`config.mk`:
```
export PLATFORM = sky130hd
export DESIGN_NAME = lcd_write_sequencer
export DESIGN_NICKNAME = d
export VERILOG_FILES = /design/src/rtl/lcd_write_sequencer.sv
export SDC_FILE = /design/constraint.sdc
export NUM_CORES = 1
export LEC_CHECK = 0
export ABC_CLOCK_PERIOD_IN_PS = 4019
export CAP_MARGIN = 20
export CORE_MARGIN = 10
export CORE_UTILIZATION = 50
export DETAILED_ROUTE_END_ITERATION = 7
export PLACE_DENSITY = 0.68
export SLEW_MARGIN = 25
export SYNTH_ARGS = -nofsm -noshare
export SYNTH_HDL_FRONTEND = slang
export SYNTH_SLANG_ARGS = --single-unit
```
`constraint.sdc`:
```
create_clock -name clk_clk -period 4.02 [get_ports clk_clk]
set_input_delay 0.804 -clock clk_clk [delete_from_list [all_inputs] [get_ports clk_clk]]
set_output_delay 0.804 -clock clk_clk [all_outputs]
set_load 0.02 [all_outputs]
```
`src/rtl/lcd_write_sequencer.sv`:
```
// lcd_write_sequencer: HD44780 power-up init plus FIFO-fed RS/EN/DATA write timing on the lcd_* pins
module lcd_write_sequencer #(
  parameter int SETUP_CYC = 4,
  parameter int EN_CYC = 12,
  parameter int HOLD_CYC = 2,
  parameter int EXEC_CYC = 2000,
  parameter int LONG_CYC = 82000,
  parameter int INIT_GAP_CYC = 210000,
  parameter int POWERUP_CYC = 750000,
  parameter int FIFO_DEPTH = 8
) (
  input  logic       clk_clk,
  input  logic       reset_reset,
  input  logic       wr_valid,
  output logic       wr_ready,
  input  logic       wr_rs,
  input  logic [7:0] wr_data,
  input  logic       bl_on,
  output logic       init_done,
  output logic       busy,
  inout  wire  [7:0] lcd_DATA,
  output logic       lcd_ON,
  output logic       lcd_BLON,
  output logic       lcd_EN,
  output logic       lcd_RS,
  output logic       lcd_RW
);
  function automatic int max2(input int a, input int b);
    return a > b ? a : b;
  endfunction
  localparam int MAXC = max2(max2(max2(POWERUP_CYC, INIT_GAP_CYC), max2(LONG_CYC, EXEC_CYC)),
                             max2(max2(SETUP_CYC, EN_CYC), HOLD_CYC));
  localparam int CW = $clog2(MAXC + 1);
  localparam int AW = $clog2(FIFO_DEPTH);
  localparam logic [CW-1:0] T_SETUP = CW'(SETUP_CYC - 1);
  localparam logic [CW-1:0] T_EN    = CW'(EN_CYC - 1);
  localparam logic [CW-1:0] T_HOLD  = CW'(HOLD_CYC - 1);
  localparam logic [CW-1:0] T_EXEC  = CW'(EXEC_CYC - 1);
  localparam logic [CW-1:0] T_LONG  = CW'(LONG_CYC - 1);
  localparam logic [CW-1:0] T_GAP   = CW'(INIT_GAP_CYC - 1);
  localparam logic [CW-1:0] T_PWR   = CW'(POWERUP_CYC - 1);
  localparam logic [AW:0]   FULL    = (AW+1)'(FIFO_DEPTH);
  typedef enum logic [2:0] {PWRUP, IDLE, SETUP, PULSE, HOLD, WAIT} state_t;
  function automatic logic [7:0] rom(input logic [2:0] i);
    return i == 3'd4 ? 8'h0C : i == 3'd5 ? 8'h01 : i == 3'd6 ? 8'h06 : 8'h38;
  endfunction
  state_t state, state_d;
  logic [CW-1:0] cnt, cnt_d, wait_len;
  logic [2:0] idx, idx_d;
  logic done, done_d, rs_q, rs_d, alive, bl_q, push, pop, expired, fifo_nz;
  logic [7:0] data_q, data_d;
  logic [8:0] mem [FIFO_DEPTH];
  logic [AW-1:0] wp, rp;
  logic [AW:0] fcnt;
  assign wr_ready = alive && fcnt != FULL;
  assign push = wr_valid && wr_ready;
  assign fifo_nz = fcnt != '0;
  assign expired = cnt == '0;
  // The first init write needs the long settle gap; clear/home need the long execution time.
  assign wait_len = (!done && idx == 3'd0) ? T_GAP :
                    (!rs_q && data_q inside {8'h01, 8'h02, 8'h03}) ? T_LONG : T_EXEC;
  always_ff @(posedge clk_clk) begin
    if (reset_reset) begin
      wp <= '0;
      rp <= '0;
      fcnt <= '0;
      alive <= 1'b0;
      bl_q <= 1'b0;
    end else begin
      alive <= 1'b1;
      bl_q <= bl_on;
      if (push) mem[wp] <= {wr_rs, wr_data};
      if (push) wp <= wp + 1'b1;
      if (pop) rp <= rp + 1'b1;
      fcnt <= fcnt + (AW+1)'(push) - (AW+1)'(pop);
    end
  end
  always_ff @(posedge clk_clk) begin
    if (reset_reset) begin
      state <= PWRUP;
      cnt <= T_PWR;
      idx <= '0;
      done <= 1'b0;
      rs_q <= 1'b0;
      data_q <= '0;
    end else begin
      state <= state_d;
      cnt <= cnt_d;
      idx <= idx_d;
      done <= done_d;
      rs_q <= rs_d;
      data_q <= data_d;
    end
  end
  always_comb begin
    state_d = state;
    cnt_d = cnt - 1'b1;
    idx_d = idx;
    done_d = done;
    rs_d = rs_q;
    data_d = data_q;
    pop = 1'b0;
    unique case (state)
      PWRUP: if (expired) begin
        state_d = SETUP;
        idx_d = '0;
        rs_d = 1'b0;
        data_d = rom(3'd0);
        cnt_d = T_SETUP;
      end
      IDLE: cnt_d = cnt;
      SETUP: if (expired) begin
        state_d = PULSE;
        cnt_d = T_EN;
      end
      PULSE: if (expired) begin
        state_d = HOLD;
        cnt_d = T_HOLD;
      end
      HOLD: if (expired) begin
        state_d = WAIT;
        cnt_d = wait_len;
      end
      WAIT: if (expired) begin
        state_d = IDLE;
        cnt_d = cnt;
        if (idx == 3'd6) done_d = 1'b1;
        else begin
          state_d = SETUP;
          idx_d = idx + 1'b1;
          rs_d = 1'b0;
          data_d = rom(idx + 1'b1);
          cnt_d = T_SETUP;
        end
      end
      default: state_d = PWRUP;
    endcase
    // Popping straight out of an expiring WAIT keeps back-to-back bytes free of idle cycles.
    if (done && fifo_nz && (state == IDLE || (state == WAIT && expired))) begin
      pop = 1'b1;
      state_d = SETUP;
      {rs_d, data_d} = mem[rp];
      cnt_d = T_SETUP;
    end
  end
  assign lcd_EN = state == PULSE;
  assign lcd_RS = rs_q;
  assign lcd_DATA = data_q;
  assign lcd_RW = 1'b0;
  assign lcd_ON = alive;
  assign lcd_BLON = bl_q;
  assign init_done = done;
  assign busy = state != IDLE || fifo_nz;
endmodule

```
Word-level counts from Yosys, hierarchy flattened
Memory sizes are Yosys's and may differ from the RTL's. A register that Yosys moved wholly into a read port is not among the register bits.
Index checks and enable logic that the tools add are counted.

storage, ports and cells
  memory bits (writable) = 72
  register bits = 48
  word-level logic and storage cells = 118
  bits of input ports = 13
  output and inout bits = 16
  memories kept = 1

memories
  memory  depth  bits a word  rd ports  clocked after memory_dff  write ports  RTL line  source
  mem     8      9            1         1                         1            52        logic [8:0] mem [FIFO_DEPTH];

operators by class
  equal/unequal tests = 29
  add/sub/neg operators = 6
  muxes and demuxes = 42
  bitwise gates (word level) = 1
  reduce and logical (&&, ||, !) cells = 26

operators with widths
  kind                                                                      count
  20-bit 2-to-1 mux                                                         7
  20-bit case mux with 6 select lines                                       1
  8-bit 2-to-1 mux                                                          4
  3-bit 2-to-1 mux                                                          10
  20-bit logical NOT                                                        1
  20-bit by 1-bit subtractor with 20-bit output (second input constant)     1
  3-bit == test (second input constant)                                     6
  18-bit 2-to-1 mux                                                         1
  6-bit 2-to-1 mux                                                          3
  3-bit case mux with 6 select lines                                        1
  17-bit 2-to-1 mux                                                         1
  8-bit by 2-bit == test with 1-bit output (second input constant)          2
  8-bit case mux with 2 select lines                                        1
  3-bit inequality test (second input constant)                             4
  6-bit AND reduction                                                       2
  2-bit inequality test (second input constant)                             5
  3-bit by 1-bit adder with 3-bit output (second input constant)            3
  1-bit 2-to-1 mux                                                          9
  8-bit by 1-bit == test with 1-bit output (second input constant)          1
  4-bit AND reduction                                                       2
  1-bit logical AND                                                         7
  3-bit by 2-bit == test with 1-bit output (second input constant)          2
  3-bit logical NOT                                                         2
  3-bit by 1-bit inequality test with 1-bit output (second input constant)  2
  19 further kinds                                                          26

Depth between registers and ports, before layout
Gate-level depths: netlist (run 1).

  depth after elaboration = 9
  mapped depth = 13
  gate-level depth less buffers = 13

Least setup slack after synthesis (run 1)
Ideal clock, no wire load.

  path kind = flip-flop to flip-flop
  start = reg cnt[0]
  end = reg fcnt[2]
  library setup time = 0.128 ns
  required time = 3.892 ns
  setup slack = 1.239 ns
  data arrival time = 2.653 ns
  cell stages (with the launch flop) = 14
  period minus slack after synthesis = 2.781 ns
  path buffers = 0
  cell sequence = dfxtp_1 > inv_1 > ha_1 > or3b_2 > nor4_4 > a31oi_1 > clkinv_1 > ha_1 > inv_1 > ha_1 > inv_1 > fa_1 > xor2_1 > nor2_1

on the way
  cells in the longest elaborated chain, start to end = 6

RTL lines
  what                                         RTL line  source
  start, declared                              48        logic [CW-1:0] cnt, cnt_d, wait_len;
  start signal, assigned                       88        cnt <= cnt_d;
  20-bit logical NOT                           58        assign expired = cnt == '0;
  1-bit logical AND                            139       if (done && fifo_nz && (state == IDLE || (state == WAIT && expired))) begin
  1-bit logical OR                             139
  1-bit logical AND                            139
  1-bit 2-to-1 mux                             139
  4-bit by 1-bit subtractor with 4-bit output  75        fcnt <= fcnt + (AW+1)'(push) - (AW+1)'(pop);
  end signal, assigned                         75
  end, declared                                54        logic [AW:0] fcnt;

No other way between the ends.
A chain may end at the register's enable or synchronous reset.

Worst setup path in the final report (run 1)
  start = reg state[2]
  end = reg fcnt[2]

on the way
  cells in the longest elaborated chain, start to end = 6
  elaborated cells between the ends (all ways) = 7
  classes of those cells = add/sub: 1; eq/ne: 2; mux: 1; reduce/logical: 3

RTL lines
  what                                           RTL line  source
  start, declared                                47        state_t state, state_d;
  start signal, assigned                         87        state <= state_d;
  3-bit == test                                  139
  1-bit logical AND                              139
  1-bit logical OR *                             139
  1-bit logical AND *                            139
  1-bit 2-to-1 mux *                             139
  4-bit by 1-bit subtractor with 4-bit output *  75

Every way passes the cells marked *; elsewhere a longest branch is shown, timed or not.

==> flow_summary.yaml, run 1 <==
worst_setup_path:
  critical_path.max_fanout: 15
  cp_slowest_cell: "dfxtp_1"
  cp.required_ns: 4.32
  crit_chain: "or3b_1 > nor3_1 > a31oi_1 > clkinv_1 > ha_1 > inv_1 > ha_1 > inv_1 > fa_1 > xor2_1 > nor2_1"
  critPathBufInv: 3
  crit_path_end_kind: "flip-flop"
  crit_type: "reg2reg"
  cp_top_family: "adder cells"
  cp-start-kind: "flip-flop"
  crit_arrival_ns: 3.48
  max_stage_delay_ns: 0.60
finish:
  drive_above_1_share: 0.163
  regArea_um2: 3180
  final_nets: 535
  multi_input_area_um2: 2300
  diodes: 0
  area_growth_pct: 16.7
  final_cell_area_um2: 6650
  fill_cells: 859
run_status:
  run_status: "finished, final reports clean"
cts:
  clk-insertion-delay-late_ns: 0.42
  cts_max_path_buffers: 2
  post_cts_resized: 0
  clkTransAtPathRegs_ns: 0.06
  cts_buffers: 17
  cts_tree: "done"
  cts_max_level: 4
  cts_num_sinks: 123
  hold_buffers: 0
  post-cts-setup-buffer-count: 0
  cts-root-buf: "clkbuf_16"
grt:
  busiest_layer: "met2"
  antenna_found_initial: 0
  grt_usage: 0.164
  grt_pass1_vias: 3872
  grt_pass1_wl_mm: 20.7
  met1_usage: 0.185
  grt_overflow_total: 0
  met2_usage: 0.274
  met3_usage: 0.0554
  grt_max_degree: 34
synth:
  synth_area_leaders: "edfxtp_1 (38%), dfxtp_1 (18%), mux4_2 (7.1%)"
  synth-warning-count: 0
  synth_top_area_frac: 0.380
  synth_cells: 478
  synth-seq-cells: 123
  yosys-top-cells-count: "edfxtp_1 (72), dfxtp_1 (51), nor2_1 (46), nand2_1 (31), a21oi_1 (27)"
  yosysMostFrequentCell: "edfxtp_1"
  synthArstFlopShare: 0
  synth_edf_count: 72
  synth_seq_area_share: 0.559
  syn-cell-area_um2: 5700
  synth_nets: 506
  synth_ff_type: "edfxtp_1"
  synthDistinctLibCells: 73
  syn_area_per_cell_um2: 11.9
  yosysTopAreaCell: "edfxtp_1"
detailed_routing:
  viasPerCell: 5.92
  num_vias: 3907
  dr.pass1.iters: 4
  wl_mm: 12.8
  drc_errors: 0
  dr.first_iter.drc_count: 351
  ant_nets: 0
  wl_per_cell_um: 19.3
pwr:
  clkPwrFrac: 0.505
  swShare: 0.219
  power_frac_seq: 0.448
  ir_drop_mv: 0.367
  p_sw_uw: 673
  pwr-share-comb: 0.046
  leakagePower_uw: 0.00225
  p_int_uw: 2400
  pwr_density_cell_nw_per_um2: 463
sta:
  fin_worst_skew_ns: 0.00823
  tightestPinTransition_ns: 0.773
  period_needed_ns: 3.18
  tns_ns: 0
  holdWs_ns: 0.496
  fin_ws_ns: 0.839
  fin_crit_sh: 0.791
  final-max-slew-violation-count: 0
  setup_violations: 0
  slew_headroom: 0.484
  fmax_ghz: 0.314
  rsz0062_at_grt: "false"
  finalHoldViolations: 0
placed_design:
  gp_congestion: 0.957
  dp_hpwl_mm: 8.72
  io_buffers: 19
  place_area_um2: 6040
  dp_slack_ns: 0.934
floorplan:
  coreArea_um2: 11000
  die-area_um2: 16100
  die_height_um: 127
  start_util: 0.519
  die_w_um: 127
  rows: 38
  ios: 29
flow_run:
  cap_viol_max_count: 0
min_path:
  hold_class: "reg2reg"
==> per-stage QoR <==
step	cells	total power [µW]	util
finish	660	3070	0.605
global route	660	3170	0.605
CTS	660	3090	0.605
detailed placement	628	1550	0.550
global placement	628	1540	0.550
floorplan	478	1490	-
==> routing by layer <==
layer  vias up  wire [µm]
li1       1867          -
met1      1906       5250
met2       108       6370
met3        26        801
met4         0        329
met5         -          0
==> cell usage in the layout, fill, tap and decap left out, types with 6 or more instances in the layout <==
cell / n
a211o_1: 6
a21oi_1: 27
a31oi_1: 7
buf_4: 13
clkbuf_16: 17
clkdlybuf4s50_1: 19
dfxtp_1: 50
edfxtp_1: 72
ha_1: 14
inv_1: 24
mux4_2: 18
nand2_1: 31
nand3_1: 11
nor2_1: 46
nor3_1: 14
nor4_1: 7
o21ai_0: 13
o31ai_1: 6
or3_1: 6
xor2_1: 9
==> tightest hold or removal path, cell delays in order (launching register included) <==
cell     delay [ns]
dfxtp_1        0.31
nand2_1        0.06
a21oi_1        0.07
==> cell type report <==
class                           count  area share
Multi-Input combinational cell    308       0.347
Tap cell                          140      0.0264
Clock buffer                       19      0.0651
Sequential cell                   123       0.479
Timing Repair Buffer               32      0.0433
Inverter                           25      0.0141
Clock inverter                     13      0.0252
==> final timing paths <==
path	from	endpoint	slack [ns]	cells past startpoint
max	state[2]	fcnt[2]	0.84	11
min	rp[1]	flip-flop	0.50	2
max reg2reg	state[2]	fcnt[2]	0.84	11
min reg2reg	rp[1]	flip-flop	0.50	2
==> logic make-up (layout without fill, tap and decap cells) <==
group                    after synthesis  count (layout)  synth area share
AO/OA/AOI/OAI                         94              94             0.111
XOR/XNOR                              14              14            0.0215
adder cells (fa/ha/maj)               15              15            0.0343
buffers and inverters                 47              89            0.0367
flip-flops                           123             123             0.559
multiplexers                          27              27            0.0879
other                                  1               1          0.000658
AND/OR/NAND/NOR                      157             157             0.149
==> power by group through the flow <==
stage	Sequential [µW]	Clock (µW)	Combinational, µW
6_report	1380	1550	142
5_1_grt	1380	1640	155
4_1_cts	1380	1570	143
3_5_place_dp	1410	0	140
3_3_place_gp	1400	0	135
2_1_floorplan	1400	0	87.3
==> sequential cells by signal, indices dropped and copies added, names as in the netlist, named ones only <==
signal	cells
lcd_RS	1
rp	3
init_done	1
state	3
lcd_DATA	8
idx	3
fcnt	4
cnt	20
lcd_ON	1
lcd_BLON	1
wp	3
mem	72
Note: power is estimated with default switching activity, not from simulation.
==> inputs of run 2 (changes only) <==
- ABC_CLOCK_PERIOD_IN_PS: 4019 -> 2550
- PLACE_DENSITY: 0.68 -> 0.71
- clock period: 4.02 -> 2.55 ns (I/O delays scaled with it)
==> flow_summary.yaml, run 2 (synthesis results as in run 1) <==
min_path:
  hold_class: "in2reg"
  min-delay-start: "lcd_DATA[3]"
  whs_endpoint: "lcd_DATA[3]"
  hold_depth: 2
cts:
  cts-root-buf: "clkbuf_16"
  clk-insertion-delay-late_ns: 0.42
  cts_max_path_buffers: 2
  hold_buffers: 0
  cts_buffers: 17
  cts_tree: "done"
  cts_max_level: 4
  cts_num_sinks: 123
  clkTransAtPathRegs_ns: 0.06
sta:
  fin_worst_skew_ns: 0.00978
  slew_headroom: 0.603
  fin_crit_sh: 1.01
  tightestPinTransition_ns: 0.596
  fin_ws_ns: -0.0227
  setup_violations: 3
  finalHoldViolations: 0
  rsz0062_at_grt: "true"
  final-max-slew-violation-count: 0
  period_needed_ns: 2.57
  fmax_ghz: 0.389
floorplan:
  start_util: 0.519
  rows: 38
  ios: 29
  coreArea_um2: 11000
  die-area_um2: 16100
  die_height_um: 127
  die_w_um: 127
detailed_routing:
  wl_per_cell_um: 19.1
  viasPerCell: 5.91
  wl_mm: 13.4
  num_vias: 4134
  dr.pass1.iters: 5
  ant_nets: 0
  drc_errors: 0
  dr.first_iter.drc_count: 219
grt:
  grt_max_degree: 22
  grt_pass1_wl_mm: 21.4
  grt_pass1_vias: 4065
  grt_usage: 0.167
  grt_overflow_total: 0
  antenna_found_initial: 0
finish:
  drive_above_1_share: 0.257
  final_nets: 575
  diodes: 0
  mostFrequentLayoutCell: "edfxtp_1"
  regMostFlops: "mem"
  stdcell_count: 700
  most-common-layout-cells: "edfxtp_1 (72), buf_4 (52), dfxtp_1 (49)"
  largest_reg_flops: 72
  post-route-util: 0.639
  area_growth_pct: 23.2
run_status:
  violations: "setup timing"
  run_status: "complete, but fails checks"
worst_setup_path:
  crit_arrival_ns: 2.88
  cp.required_ns: 2.85
  regToRegSetupSlack_ns: -0.02
  cp_slowest_cell: "fa_2"
  critPathBufInv: 4
  crit_type: "reg2reg"
  r2r_end: "fcnt[1]"
  r2r_start: "cnt[0]"
  crit_path_end_kind: "flip-flop"
  critical_path.max_fanout: 4
  cp_top_family: "adder cells"
  crit_chain: "inv_2 > ha_4 > or3b_4 > nor4_4 > a31oi_2 > clkinv_2 > ha_4 > inv_2 > ha_4 > inv_2 > fa_2 > nor2_1"
  ff2ff_path_depth: 12
  max_stage_delay_ns: 0.50
  cp-start-kind: "flip-flop"
pwr:
  pwr_density_cell_nw_per_um2: 675
  leakagePower_uw: 0.00243
  ir_drop_mv: 0.722
placed_design:
  gp_congestion: 0.873
  io_buffers: 19
  dp_hpwl_mm: 9.07
  post-place-cells: 663
flow_run:
  cap_viol_max_count: 0
[run 2: changes by cell type in the layout (fill, tap and decap cells not counted), moves of 2 or more]
cell | previous run | this run
ha_4 | 0 | 4
inv_1 | 24 | 19
nor3_1 | 14 | 12
inv_2 | 0 | 5
nor3_2 | 1 | 3
clkinvlp_4 | 1 | 4
buf_4 | 13 | 52
bufinv_16 | 3 | 1
clkinv_4 | 3 | 1
ha_1 | 14 | 10
inv_6 | 2 | 4
[run 2: stage by stage]
| stage | area (µm²) | setup slack, ns | hold WS [ns] | TNS [ns] | power, µW |
|---|---|---|---|---|---|
| floorplan | 5760 | -0.110 | 0.454 | -0.240 | 2360 |
| global placement | 6380 | 0.000421 | 0.473 | 0 | 2470 |
| detailed placement | 6380 | -0.0346 | 0.487 | -0.0685 | 2480 |
| CTS | 6950 | 0.00222 | 0.219 | 0 | 4770 |
| global route | 7020 | -0.0982 | 0.237 | -0.280 | 4890 |
| finish | 7020 | -0.0227 | 0.236 | -0.0397 | 4740 |
[run 2: what timing repair did]
item / in CTS / in global routing
endpoints found under the setup margin: 3 / 18
pin swaps: 1 / 9
resized for setup: 0 / 7
cloned: 0 / 0
setup buffers: 0 / 5
[run 2: routing by layer]
| layer | wire length, µm | track usage |
|---|---|---|
| met3 | 910 | 0.0525 |
| met4 | 262 | 0.0643 |
| met1 | 5500 | 0.198 |
| met2 | 6720 | 0.278 |
| met5 | 0 | 0 |
[run 2: where the power goes]
group          switching (µW)  internal [µW]
registers                32.5           2140
logic                     139            129
clock network             937           1360
[run 2: how the worst max path moves through the flow]
stage	start	to	slack [ns]	cells after the start
finish	cnt[0]	fcnt[1]	-0.02	12
global route	cnt[0]	fcnt[2]	-0.1	13
CTS	cnt[8]	fcnt[2]	0.002	11
detailed placement	cnt[1]	fcnt[1]	-0.03	12
global placement	cnt[0]	fcnt[1]	0.0004	12
floorplan	cnt[0]	fcnt[1]	-0.11	12
[run 2: layout make-up]
cell class                      count  area [µm²]
Timing Repair Buffer               72         603
Fill cell                         800        3970
Tap cell                          140         175
Sequential cell                   123        3190
Inverter                           25        95.1
Clock inverter                     14         136
Clock buffer                       18         429
Multi-Input combinational cell    308        2390
[run 2: worst reg2reg max path, delay by kind of cell (launching register included)]
family | cells | cell delay [ns]
flops | 1 | 0.32
simple gates | 3 | 0.78
compound gates | 1 | 0.15
fa+ha+maj | 4 | 0.96
buf+inv | 4 | 0.26
==> inputs of run 3 (changes only) <==
- ABC_CLOCK_PERIOD_IN_PS: 2550 -> not set
- RECOVER_POWER: not set -> 25
==> flow_summary.yaml, run 3 (synthesis results as in run 1) <==
finish:
  drive_above_1_share: 0.257
  mostFrequentLayoutCell: "edfxtp_1"
  most-common-layout-cells: "edfxtp_1 (72), buf_4 (52), dfxtp_1 (49)"
  largest_reg_flops: 72
  diodes: 0
  area_growth_pct: 23.2
  regMostFlops: "mem"
  final_nets: 575
sta:
  finalHoldViolations: 0
  setup_violations: 3
  rsz0062_at_grt: "true"
  fin_crit_sh: 1.01
  fmax_ghz: 0.389
  tightestPinTransition_ns: 0.600
  fin_ws_ns: -0.0226
  final-max-slew-violation-count: 0
  tns_ns: -0.0396
  fin_worst_skew_ns: 0.0102
  period_needed_ns: 2.57
  slew_headroom: 0.600
grt:
  grt_usage: 0.167
  grt_pass1_vias: 4065
  busiest_layer: "met2"
  met1_usage: 0.198
  met2_usage: 0.278
  met3_usage: 0.0525
  antenna_found_initial: 0
  grt_max_degree: 22
  grt_overflow_total: 0
  grt_pass1_wl_mm: 21.4
worst_setup_path:
  crit_type: "reg2reg"
  cp-start-kind: "flip-flop"
  cp.required_ns: 2.85
  crit_arrival_ns: 2.88
  crit_path_end_kind: "flip-flop"
  critical_path.max_fanout: 4
placed_design:
  dp_hpwl_mm: 9.07
  gp_congestion: 0.873
  dp_slack_ns: -0.0346
  io_buffers: 19
detailed_routing:
  wl_mm: 13.4
  dr.pass1.iters: 5
  ant_nets: 0
  dr.first_iter.drc_count: 221
  drc_errors: 0
  viasPerCell: 5.89
  wl_per_cell_um: 19.1
  num_vias: 4126
cts:
  cts_tree: "done"
  cts_max_path_buffers: 2
  cts_num_sinks: 123
  cts_buffers: 17
  hold_buffers: 0
  clk-insertion-delay-late_ns: 0.42
  cts_max_level: 4
  cts-root-buf: "clkbuf_16"
  clkTransAtPathRegs_ns: 0.06
floorplan:
  ios: 29
  coreArea_um2: 11000
  die_w_um: 127
  start_util: 0.519
  die_height_um: 127
  die-area_um2: 16100
  rows: 38
run_status:
  violations: "setup timing"
  run_status: "complete, but fails checks"
pwr:
  leakagePower_uw: 0.00243
  ir_drop_mv: 0.712
  pwr_density_cell_nw_per_um2: 675
min_path:
  hold_class: "in2reg"
flow_run:
  cap_viol_max_count: 0
## run 3: worst paths after layout
check | end | slack [ns] | depth (start not counted) | start
setup / recovery | fcnt[1] | -0.02 | 12 | cnt[0]
hold / removal | lcd_DATA[3] | 0.24 | 2 | lcd_DATA[3]
setup reg to reg | fcnt[1] | -0.02 | 12 | cnt[0]
hold reg to reg | rp[1] | 0.49 | 2 | rp[1]
## run 3: routing by layer
metal  part of all wire  wire length [µm]
met1               0.41              5420
met3              0.068               916
met5                  0                 0
met2               0.51              6780
met4              0.020               261
## run 3: worst max-delay path, stage by stage, from the launching register on
cell and delay, ns:
dfxtp_2 0.32, inv_2 0.07, ha_4 0.14, or3b_4 0.41
nor4_4 0.33, a31oi_2 0.15, clkinv_2 0.10, ha_4 0.20
inv_2 0.06, ha_4 0.12, inv_2 0.03, fa_2 0.50
nor2_1 0.04
## run 3: cell type report
cell class                 count  area (µm²)
clock buffer                  18         429
clock inverter                14         136
fill                         800        3970
inverter                      25        95.1
multi-input combinational    308        2390
sequential                   123        3190
tap                          140         175
timing repair buffer          72         603
## run 3: stage by stage
stage	utilization	std cells	area [µm²]	total power, µW	hold WS [ns]
finish	0.639	700	7020	4730	0.236
global placement	0.581	663	6380	2470	0.473
detailed placement	0.581	663	6380	2480	0.487
floorplan	-	478	5760	2360	0.454
CTS	0.632	695	6950	4770	0.219
global route	0.639	700	7020	4890	0.237
## run 3: repair_timing
action,in CTS,in global routing
endpoints found under the setup margin,3,18
resized for setup,0,7
buffers inserted,0,5
pin swaps,1,9
gates cloned,0,0
## run 3: power by group
group | switching (µW) | total, µW | internal [µW]
Sequential | 32.5 | 2170 | 2140
Combinational | 140 | 266 | 126
Clock | 933 | 2290 | 1360
Total | 1110 | 4730 | 3630
